File: src/rtl/reg_file_pkg.sv
// Shared definitions for the multi-port register file.
// Provides the address-width helper, the clear-engine state type and
// the default sizing constants used by the interface, top and read ports.
package reg_file_pkg;

  localparam int DEF_WIDTH  = 32;
  localparam int DEF_DEPTH  = 32;
  localparam int DEF_NUM_RD = 2;

  typedef enum logic {
    IDLE,
    CLEAR
  } clr_state_t;

  function automatic int addr_w(input int depth);
    return $clog2(depth);
  endfunction

endpackage

File: src/rtl/reg_file_mp_if.sv
// Bus interface for reg_file_mp.
// Carries the write port (we/waddr/wdata), the packed read ports
// (rd_en/raddr in, rd_data/rd_valid out) and the bulk-clear control
// (clr in, busy out). Read port i occupies raddr[i*AW +: AW] and
// rd_data[i*WIDTH +: WIDTH].
//   master : the datapath side driving requests
//   slave  : the register file
interface reg_file_mp_if
  import reg_file_pkg::*;
#(
  parameter int WIDTH  = DEF_WIDTH,
  parameter int DEPTH  = DEF_DEPTH,
  parameter int NUM_RD = DEF_NUM_RD
) ();

  localparam int AW = addr_w(DEPTH);

  logic                    we;
  logic [AW-1:0]           waddr;
  logic [WIDTH-1:0]        wdata;
  logic [NUM_RD-1:0]       rd_en;
  logic [NUM_RD*AW-1:0]    raddr;
  logic [NUM_RD*WIDTH-1:0] rd_data;
  logic [NUM_RD-1:0]       rd_valid;
  logic                    clr;
  logic                    busy;

  modport master (
    output we, waddr, wdata, rd_en, raddr, clr,
    input  rd_data, rd_valid, busy
  );

  modport slave (
    input  we, waddr, wdata, rd_en, raddr, clr,
    output rd_data, rd_valid, busy
  );

endinterface

File: src/rtl/reg_file_rd_port.sv
// One registered read port of the register file.
// Ports:
//   clk, rst_n  clock, asynchronous active-low reset
//   rd_en       read request; rd_valid follows one cycle later
//   raddr       read address (full AW bits, may be out of range)
//   mem_word    stored entry at raddr (0 when out of range)
//   clearing    clear engine active this cycle
//   wr_ok       a write is being accepted this cycle
//   waddr/wdata the accepted write, for write-first bypass
//   rd_data     registered read data; holds when rd_en=0
//   rd_valid    registered read valid
module reg_file_rd_port
  import reg_file_pkg::*;
#(
  parameter int WIDTH     = DEF_WIDTH,
  parameter int DEPTH     = DEF_DEPTH,
  parameter bit ZERO_REG0 = 1'b1,
  localparam int AW       = addr_w(DEPTH)
) (
  input  logic             clk,
  input  logic             rst_n,
  input  logic             rd_en,
  input  logic [AW-1:0]    raddr,
  input  logic [WIDTH-1:0] mem_word,
  input  logic             clearing,
  input  logic             wr_ok,
  input  logic [AW-1:0]    waddr,
  input  logic [WIDTH-1:0] wdata,
  output logic [WIDTH-1:0] rd_data,
  output logic             rd_valid
);

  localparam logic [AW:0] DEPTH_W = (AW+1)'(DEPTH);

  logic [WIDTH-1:0] rd_data_q, rd_data_d;
  logic             rd_valid_q, rd_valid_d;
  logic             in_range;

  always_comb begin
    in_range   = ({1'b0, raddr} < DEPTH_W);
    rd_valid_d = rd_en;
    rd_data_d  = rd_data_q;
    if (rd_en) begin
      if (!in_range) begin
        rd_data_d = '0;
      end else if (ZERO_REG0 && (raddr == '0)) begin
        rd_data_d = '0;
      end else if (clearing) begin
        rd_data_d = '0;
      end else if (wr_ok && (waddr == raddr)) begin
        rd_data_d = wdata;
      end else begin
        rd_data_d = mem_word;
      end
    end
  end

  always_ff @(posedge clk or negedge rst_n) begin
    if (!rst_n) begin
      rd_data_q  <= '0;
      rd_valid_q <= 1'b0;
    end else begin
      rd_data_q  <= rd_data_d;
      rd_valid_q <= rd_valid_d;
    end
  end

  assign rd_data  = rd_data_q;
  assign rd_valid = rd_valid_q;

endmodule

File: src/rtl/reg_file_mp.sv
// Multi-port register file: one write port, NUM_RD registered read ports,
// optional hard-wired zero entry 0, write-first bypass and a sequenced
// bulk-clear engine that zeroes one entry per cycle while busy is high.
// Ports:
//   clk    rising-edge clock
//   rst_n  asynchronous active-low reset (clears storage, outputs, engine)
//   bus    reg_file_mp_if.slave: write port, read ports, clr/busy
module reg_file_mp
  import reg_file_pkg::*;
#(
  parameter int WIDTH     = DEF_WIDTH,
  parameter int DEPTH     = DEF_DEPTH,
  parameter int NUM_RD    = DEF_NUM_RD,
  parameter bit ZERO_REG0 = 1'b1
) (
  input logic          clk,
  input logic          rst_n,
  reg_file_mp_if.slave bus
);

  localparam int          AW      = addr_w(DEPTH);
  localparam logic [AW:0] DEPTH_W = (AW+1)'(DEPTH);
  localparam logic [AW-1:0] LAST  = AW'(DEPTH - 1);

  clr_state_t       state_q, state_d;
  logic [AW-1:0]    ptr_q, ptr_d;
  logic             busy_q, busy_d;
  logic [WIDTH-1:0] mem_q [DEPTH];
  logic [WIDTH-1:0] mem_d [DEPTH];
  logic             wr_ok;
  logic             clearing;

  always_comb begin
    clearing = (state_q == CLEAR);
    wr_ok    = bus.we && !clearing &&
               ({1'b0, bus.waddr} < DEPTH_W) &&
               !(ZERO_REG0 && (bus.waddr == '0));
  end

  // Write is applied before the clear step so a clr arriving with an
  // accepted write lets the write land and the sweep overwrite it later.
  always_comb begin
    state_d = state_q;
    ptr_d   = ptr_q;
    mem_d   = mem_q;
    if (wr_ok) begin
      mem_d[bus.waddr] = bus.wdata;
    end
    case (state_q)
      IDLE: begin
        if (bus.clr) begin
          state_d = CLEAR;
          ptr_d   = '0;
        end
      end
      CLEAR: begin
        mem_d[ptr_q] = '0;
        if (ptr_q == LAST) begin
          state_d = IDLE;
        end else begin
          ptr_d = ptr_q + 1'b1;
        end
      end
    endcase
    busy_d = (state_d == CLEAR);
  end

  always_ff @(posedge clk or negedge rst_n) begin
    if (!rst_n) begin
      state_q <= IDLE;
      ptr_q   <= '0;
      busy_q  <= 1'b0;
      mem_q   <= '{default: '0};
    end else begin
      state_q <= state_d;
      ptr_q   <= ptr_d;
      busy_q  <= busy_d;
      mem_q   <= mem_d;
    end
  end

  logic [WIDTH-1:0] rd_data_a  [NUM_RD];
  logic             rd_valid_a [NUM_RD];

  for (genvar i = 0; i < NUM_RD; i++) begin : g_rd
    logic [AW-1:0]    raddr_i;
    logic [WIDTH-1:0] mem_word;

    assign raddr_i  = bus.raddr[i*AW +: AW];
    assign mem_word = ({1'b0, raddr_i} < DEPTH_W) ? mem_q[raddr_i] : '0;

    reg_file_rd_port #(
      .WIDTH    (WIDTH),
      .DEPTH    (DEPTH),
      .ZERO_REG0(ZERO_REG0)
    ) u_port (
      .clk     (clk),
      .rst_n   (rst_n),
      .rd_en   (bus.rd_en[i]),
      .raddr   (raddr_i),
      .mem_word(mem_word),
      .clearing(clearing),
      .wr_ok   (wr_ok),
      .waddr   (bus.waddr),
      .wdata   (bus.wdata),
      .rd_data (rd_data_a[i]),
      .rd_valid(rd_valid_a[i])
    );
  end

  always_comb begin
    bus.rd_data  = '0;
    bus.rd_valid = '0;
    for (int unsigned i = 0; i < NUM_RD; i++) begin
      bus.rd_data[i*WIDTH +: WIDTH] = rd_data_a[i];
      bus.rd_valid[i]               = rd_valid_a[i];
    end
  end

  assign bus.busy = busy_q;

endmodule

File: src/flat_wrapper.sv
// flat-port wrapper written by rule: the top's interface ports become plain ports
module reg_file_mp_flat import reg_file_pkg::*;
#(
  parameter int WIDTH     = DEF_WIDTH,
  parameter int DEPTH     = DEF_DEPTH,
  parameter int NUM_RD    = DEF_NUM_RD,
  parameter bit ZERO_REG0 = 1'b1
)
  (clk, rst_n, bus_we, bus_waddr, bus_wdata, bus_rd_en, bus_raddr, bus_clr, bus_rd_data, bus_rd_valid, bus_busy);
  reg_file_mp_if #(.WIDTH(WIDTH), .DEPTH(DEPTH), .NUM_RD(NUM_RD)) bus_i ();
  input logic clk;
  input logic rst_n;
  input wire logic [$bits(bus_i.we)-1:0] bus_we;
  input wire logic [$bits(bus_i.waddr)-1:0] bus_waddr;
  input wire logic [$bits(bus_i.wdata)-1:0] bus_wdata;
  input wire logic [$bits(bus_i.rd_en)-1:0] bus_rd_en;
  input wire logic [$bits(bus_i.raddr)-1:0] bus_raddr;
  input wire logic [$bits(bus_i.clr)-1:0] bus_clr;
  output wire logic [$bits(bus_i.rd_data)-1:0] bus_rd_data;
  output wire logic [$bits(bus_i.rd_valid)-1:0] bus_rd_valid;
  output wire logic [$bits(bus_i.busy)-1:0] bus_busy;
  assign bus_i.we = bus_we;
  assign bus_i.waddr = bus_waddr;
  assign bus_i.wdata = bus_wdata;
  assign bus_i.rd_en = bus_rd_en;
  assign bus_i.raddr = bus_raddr;
  assign bus_i.clr = bus_clr;
  assign bus_rd_data = bus_i.rd_data;
  assign bus_rd_valid = bus_i.rd_valid;
  assign bus_busy = bus_i.busy;
  reg_file_mp #(.WIDTH(WIDTH), .DEPTH(DEPTH), .NUM_RD(NUM_RD), .ZERO_REG0(ZERO_REG0)) u_core (.clk(clk), .rst_n(rst_n), .bus(bus_i));
endmodule
File: config.mk
export PLATFORM = sky130hd
export DESIGN_NAME = reg_file_mp_flat
export DESIGN_NICKNAME = d
export VERILOG_FILES = /design/src/rtl/reg_file_pkg.sv /design/src/rtl/reg_file_mp_if.sv /design/src/rtl/reg_file_rd_port.sv /design/src/rtl/reg_file_mp.sv /design/src/flat_wrapper.sv
export SDC_FILE = /design/constraint.sdc
export NUM_CORES = 2
export LEC_CHECK = 0
export CAP_MARGIN = 20
export CORE_UTILIZATION = 51
export CTS_BUF_LIST = sky130_fd_sc_hd__clkbuf_8
export DETAILED_ROUTE_END_ITERATION = 12
export PLACE_DENSITY = 0.67
export SYNTH_ARGS = -nofsm -noshare
export SYNTH_HDL_FRONTEND = slang
export SYNTH_HIERARCHICAL = 1
export SYNTH_SLANG_ARGS = --single-unit
File: constraint.sdc
create_clock -name clk -period 6 [get_ports clk]
set_clock_uncertainty 0.05 [all_clocks]
set_input_delay 1.8 -clock clk [delete_from_list [all_inputs] [get_ports clk]]
set_output_delay 1.8 -clock clk [all_outputs]
set_load 0.01 [all_outputs]
### Yosys cells after proc, flatten, opt, wreduce, memory -nomap -nowiden

Cells that the tools add are included.

| storage, ports and cells | value |
|---|---|
| word-level logic and storage cells | 94 |
| output and inout bits | 67 |
| bits of input ports | 53 |
| bits in registers | 1096 |

| operators by class | value |
|---|---|
| order comparisons | 6 |
| bitwise operators | 7 |
| muxes and demuxes | 25 |
| reduce and logical (&&, ||, !) cells | 12 |
| $add $sub $neg | 1 |
| eq/ne operators | 5 |

Operators with widths:

| cell | count |
|---|---|
| 1024-bit two-way mux | 2 |
| 1024-bit bitwise AND | 1 |
| 1024-bit bitwise mux | 1 |
| 1024-bit inverter | 1 |
| 32-bit two-way mux | 12 |
| 32-bit binary-select mux with 5-bit select | 2 |
| 32-bit demux with 5-bit select | 2 |
| 6-bit >= comparator (second input constant) | 4 |
| 5-bit inverter with 6-bit output | 4 |
| 5-bit logical NOT | 3 |
| 6-bit by 1-bit < comparator with 1-bit output (second input constant) | 2 |
| 5-bit equality test | 2 |
| 5-bit two-way mux | 2 |
| 5-bit one-hot mux with 2 select lines | 1 |
| 1-bit logical AND | 6 |
| 5-bit by 1-bit adder with 5-bit output (second input constant) | 1 |
| 5-bit equality test (second input constant) | 1 |
| 2-bit != test (second input constant) | 2 |
| 1-bit logical NOT | 2 |
| 1-bit two-way mux | 2 |
| 1-bit one-hot mux with 2 select lines | 1 |
| 2-bit AND reduction | 1 |
| 1-bit inverter | 1 |

### Logic depth before layout (Yosys ltp)

| logic depth | value |
|---|---|
| word-level depth | 9 |
| depth in mapped cells | 10 |
| mapped depth without buffers | 7 |

### Cells and area by module

Netlist, hierarchy kept.

By module, submodules not included:

| module | sequential area each (um^2) | cells an instance | area an instance (um^2) | times used |
|---|---|---|---|---|
| reg_file_mp | 25774.7 | 6919 | 58701.3 | 1 |
| reg_file_rd_port | 825.8 | 194 | 1974.4 | 2 |

### Least setup slack after synthesis

Ideal clock, no wire load.

| timing | value |
|---|---|
| path kind | input port to flip-flop |
| start | input port bus_raddr[6] |
| end | register u_core.g_rd[1].u_port.rd_data_q[10] |
| setup time | 146 ps |
| setup slack | 2674 ps |
| stages on the path | 10 |
| data arrival time | 3131 ps |
| buffers on the path | 4 |
| data required time | 5804 ps |
| path through | buf_2 > buf_4 > buf_2 > buf_2 > mux2i_1 > nand2_1 > a31oi_1 > nand3_1 > nand2_1 > o221ai_2 |

| between the ends | value |
|---|---|
| cells in the longest elaborated chain, start to end | 7 |
| elaborated cells between the ends (all ways) | 10 |
| classes of those cells | eq/ne: 1; mux: 6; bitwise: 1; reduce/logical: 2 |

Ends and longest elaborated chain:

| element | line | source |
|---|---|---|
| from (decl) | flat_wrapper.sv:17 | `input wire logic [$bits(bus_i.raddr)-1:0] bus_raddr;` |
| 5-bit inverter with 6-bit output (implied by the code) | reg_file_mp.sv:90 | `assign mem_word = ({1'b0, raddr_i} < DEPTH_W) ? mem_q[raddr_i] : '0;` |
| 32-bit binary-select mux with 5-bit select | reg_file_mp.sv:90 |  |
| 32-bit two-way mux (implied by the code) (2 in a row) | reg_file_mp.sv:90 |  |
| net u_core.g_rd[1].mem_word[10] | reg_file_mp.sv:87 | `logic [WIDTH-1:0] mem_word;` |
| 32-bit two-way mux | reg_file_rd_port.sv:50 | `end else if (wr_ok && (waddr == raddr)) begin` |
| 32-bit two-way mux | reg_file_rd_port.sv:48 | `end else if (clearing) begin` |
| 32-bit two-way mux | reg_file_rd_port.sv:46 | `end else if (ZERO_REG0 && (raddr == '0)) begin` |
| to (signal assigned) | reg_file_rd_port.sv:63 | `rd_data_q <= rd_data_d;` |
| to (decl) | reg_file_rd_port.sv:35 | `logic [WIDTH-1:0] rd_data_q, rd_data_d;` |

The timed path passes the listed nets, and every way through them passes these cells. The select of a mux whose other input is x is not followed.
A chain may end at the register's enable or synchronous reset.

### Worst setup path in the final report

| timing | value |
|---|---|
| start | input port bus_raddr[3] |
| end | register u_core.g_rd[0].u_port.rd_data_q[8] |

| between the ends | value |
|---|---|
| cells in the longest elaborated chain, start to end | 7 |
| elaborated cells between the ends (all ways) | 10 |
| classes of those cells | eq/ne: 1; mux: 6; bitwise: 1; reduce/logical: 2 |

Ends and longest elaborated chain:

| element | line |
|---|---|
| 5-bit inverter with 6-bit output (implied by the code) | reg_file_mp.sv:90 |
| 32-bit binary-select mux with 5-bit select | reg_file_mp.sv:90 |
| 32-bit two-way mux (implied by the code) (2 in a row) | reg_file_mp.sv:90 |
| net u_core.g_rd[0].mem_word[8] | reg_file_mp.sv:87 |
| 32-bit two-way mux | reg_file_rd_port.sv:50 |
| 32-bit two-way mux | reg_file_rd_port.sv:48 |
| 32-bit two-way mux | reg_file_rd_port.sv:46 |
| to (signal assigned) | reg_file_rd_port.sv:63 |
| to (decl) | reg_file_rd_port.sv:35 |

The timed path passes the listed nets, and every way through them passes these cells. The select of a mux whose other input is x is not followed.

==> results.txt <==
Outcome -> finished, final reports clean
Initial Utilization -> 51.40%
Max_slew headroom -> 17.09%
Synth Instances -> 7307
FF+latch count, synth -> 1096
Critical Path Max Stage Delay -> 0.96 ns
Cts bufs inserted -> 191
Remaining global-route overflow -> 0
TritonCTS clock tree -> built
Clock power frac -> 36.1%
YS warnings -> 6
Worst Hold Launch -> u_core/mem_q[1000]
RSZ-0062 raised after global routing -> false
Max-capacitance violation count -> 0
FF-to-FF Start -> u_core/bus.busy
NetSw -> 6623 µW
Dominant synthesized flop cell -> dfrtp_1
Worst Hold Depth -> 1
Post-route ant nets -> 0
Worst-case clock buffer depth -> 3
Met3 Wirelength -> 39.34 mm
Hold Path Class -> reg -> reg
Setup total negative slack -> 0 ns
Routed WL -> 266.3 mm
Pin count of the biggest net entering global routing -> 127
Setup WS post-layout -> 1.482 ns
Buffers added on ports -> 119
Dpl ws -> 0.7947 ns
CP required -> 6.74 ns
Final setup viols -> 0
Pwr dens -> 285.5 nW/µm²
Fmax -> 0.2214 GHz
Pleak -> 0.03061 µW
First-pass GRT wire length -> 387.3 mm
Crit-path leading delay family -> buffers and inverters
Sequential power share -> 43.9%
Placer congestion estimate -> 1.011
Routed length per instance -> 29.80 µm
Top Layer Used -> met5
Critical path's slowest cell -> a31oi_1
Largest fanout on the critical path -> 20
Crit path cell chain -> clkdlybuf4s50_1 > nand2b_2 > buf_4 > a21oi_1 > a31oi_1 > nand3_1 > nand2_1 > o221ai_2
Core Area -> 121900 µm²
Number of max-slew violations in the final report -> 0
Area grow syn2layout -> 10.19%
Syn nets -> 7365
Clock Tree Root -> clkbuf_8
Post-synthesis cell area -> 62650 µm²
# clock sinks -> 1096
Kind of critical path -> in -> reg
Chip width -> 352.5 µm
Placement Rows -> 128
Comb power frac -> 20.0%
Crit start category -> input port
Total track usage -> 42.03%
Vias in the first global route -> 57390
Die Span Y -> 352.5 µm
Clk_lat worst skew -> 0.96 ns
R2r setup slk -> 3.12 ns
Int Power -> 13090 µW
Post-synth EDFFs -> 0
Final min period -> 4.518 ns
# fillers -> 11000
CP arrival -> 5.26 ns
Clk pin slew, worst setup/hold paths -> 0.06 ns
Switching Share -> 33.60%
Die area -> 124200 µm²
WL met2 -> 109.0 mm
Reg-to-Reg End -> u_core/mem_q[867]
Worst slew pin tran -> 1.238 ns
Worst vdd ir -> 0.2348 mV
Setup crit end kind -> flop
Async set-reset flop share out of synthesis -> 100.0%
H-tree lvl count -> 4
Met1 WL -> 97.08 mm
R2R depth -> 7
Sequential fraction of the synthesis area -> 43.78%
Vias -> 59250
WP buf/inv -> 2
# hold bufs at CTS -> 0
Final Net Count -> 7206
Yosys cell types -> 46
Final Hold Fails -> 0
Hold path endpoint -> u_core/mem_q[1000]
Post-CTS Resized -> 0
Post-DR vias/cell -> 6.631
Initial DRC Count -> 8823
DRC -> 0
DP HPWL -> 157.5 mm
Syn avg cell area -> 8.574 µm²
Pre-Repair DR Iteration Count -> 9
Period utilization -> 75.29%
Io pins -> 120
Post-CTS Setup Inserts -> 0
Initial antenna violation count -> 13
Layout cell share with drive strength beyond 1 -> 9.162%
cells in the mapped netlist (all sizes together), types with 3 or more instances:
| cell | n | share of area (%) |
|---|---|---|
| xnor2 | 5 | 0.070 |
| inv | 67 | 0.40 |
| nor2b | 9 | 0.098 |
| dfrtp | 1096 | 44 |
| buf | 370 | 3.5 |
| nand3 | 209 | 1.7 |
| nand2 | 2275 | 14 |
| nand2b | 17 | 0.18 |
| nor3 | 70 | 0.58 |
| mux2i | 1025 | 16 |
| clkbuf | 317 | 1.9 |
| nand4 | 68 | 0.68 |
| a22o | 128 | 1.8 |
| ha | 5 | 0.10 |
| and2 | 40 | 0.40 |
| a21oi | 1187 | 9.5 |
| a22oi | 192 | 2.3 |
| nor2 | 70 | 0.53 |
| xor2 | 8 | 0.11 |
| o221ai | 64 | 1.5 |
| a31oi | 64 | 0.64 |
| or2 | 5 | 0.050 |
| o21ai | 3 | 0.024 |
power groups by stage:
stage | Clock, µW | Combinational, µW | Sequential, µW
2_1_floorplan | 0 | 2290 | 8590
3_3_place_gp | 0 | 3700 | 8720
3_5_place_dp | 0 | 3770 | 8760
4_1_cts | 7130 | 3780 | 8640
5_1_grt | 7470 | 4120 | 8730
6_report | 7110 | 3950 | 8660
worst max-delay path by stage:
stage          slack, ns          from                                 to  cells after the start
2_1_floorplan       2.67  bus_raddr[6]  u_core/g_rd[1].u_port/rd_data[10]                     10
3_3_place_gp        0.82  bus_raddr[3]   u_core/g_rd[0].u_port/rd_data[8]                      8
3_5_place_dp        0.79  bus_raddr[2]   u_core/g_rd[0].u_port/rd_data[8]                      9
4_1_cts             1.79  bus_raddr[2]   u_core/g_rd[0].u_port/rd_data[8]                      9
5_1_grt             1.56  bus_raddr[2]   u_core/g_rd[0].u_port/rd_data[8]                      9
6_report            1.48  bus_raddr[3]   u_core/g_rd[0].u_port/rd_data[8]                      8
final cells by class:
type	count	area [µm²]	area share [%]
multi-input cells	5457	32000	46.36
well taps	1625	2033	2.945
inverters	67	251.5	0.3643
clock inverters	97	475.5	0.6887
clock buffers	250	3441	4.984
repair buffers	335	3386	4.904
diodes	8	20.02	0.02900
flip-flops and latches	1096	27430	39.73
state kept, by name, indices dropped and copies added (netlist names):
signal	count
u_core/g_rd.u_port/rd_valid	2
u_core/g_rd.u_port/rd_data	64
u_core/bus.busy	1
u_core/ptr_q	5
u_core/mem_q	1024
layer usage:
layer	track usage, %	vias to the layer above
met4	27.70	12
met2	59.48	4540
met1	53.21	28670
met5	0	-
met3	16.23	1194
li1	-	24830
logic make-up after synthesis:
| kind of cell | after synthesis | synth area share (%) |
|---|---|---|
| simple gates | 2772 | 17.99 |
| compound gates | 1640 | 15.77 |
| flops | 1096 | 43.78 |
| mux | 1027 | 16.41 |
| buf+inv | 754 | 5.774 |
| xor+xnor | 13 | 0.1817 |
| fa+ha+maj | 5 | 0.09986 |
stage by stage:
stage	area (µm²)	util [%]	power [µW]	instances	hold WS, ns
2_1_floorplan	62650	-	10880	7307	0.4247
3_3_place_gp	64960	53.30	12430	8574	0.4403
3_5_place_dp	65010	53.34	12530	8576	0.4427
4_1_cts	68930	56.56	19550	8923	0.4601
5_1_grt	69030	56.64	20320	8931	0.4793
6_report	69040	56.64	19710	8935	0.4592
worst reg2reg max path, delay by kind of cell (launching register included):
| kind | cells | cell delay (ns) |
|---|---|---|
| AND/OR/NAND/NOR | 4 | 1.41 |
| buffers and inverters | 2 | 0.81 |
| flip-flops | 1 | 0.35 |
| AO/OA/AOI/OAI | 1 | 0.16 |
cell usage in the layout, fill, tap and decap left out, types with 6 or more instances in the layout:
cell type	instances
a21oi_1	1185
a22o_1	128
a22oi_1	192
a31oi_1	64
and2_1	36
buf_12	45
buf_2	13
buf_4	168
clkbuf_8	250
clkdlybuf4s50_1	103
clkinv_2	17
dfrtp_1	1096
diode_2	8
inv_1	135
mux2i_1	1025
nand2_1	2275
nand2b_1	13
nand3_1	203
nand3_2	6
nand4_1	68
nor2_1	7
nor2_2	19
nor2_4	44
nor3_1	67
o221ai_2	60
xor2_1	8
Note: power is estimated with default switching activity, not from simulation.
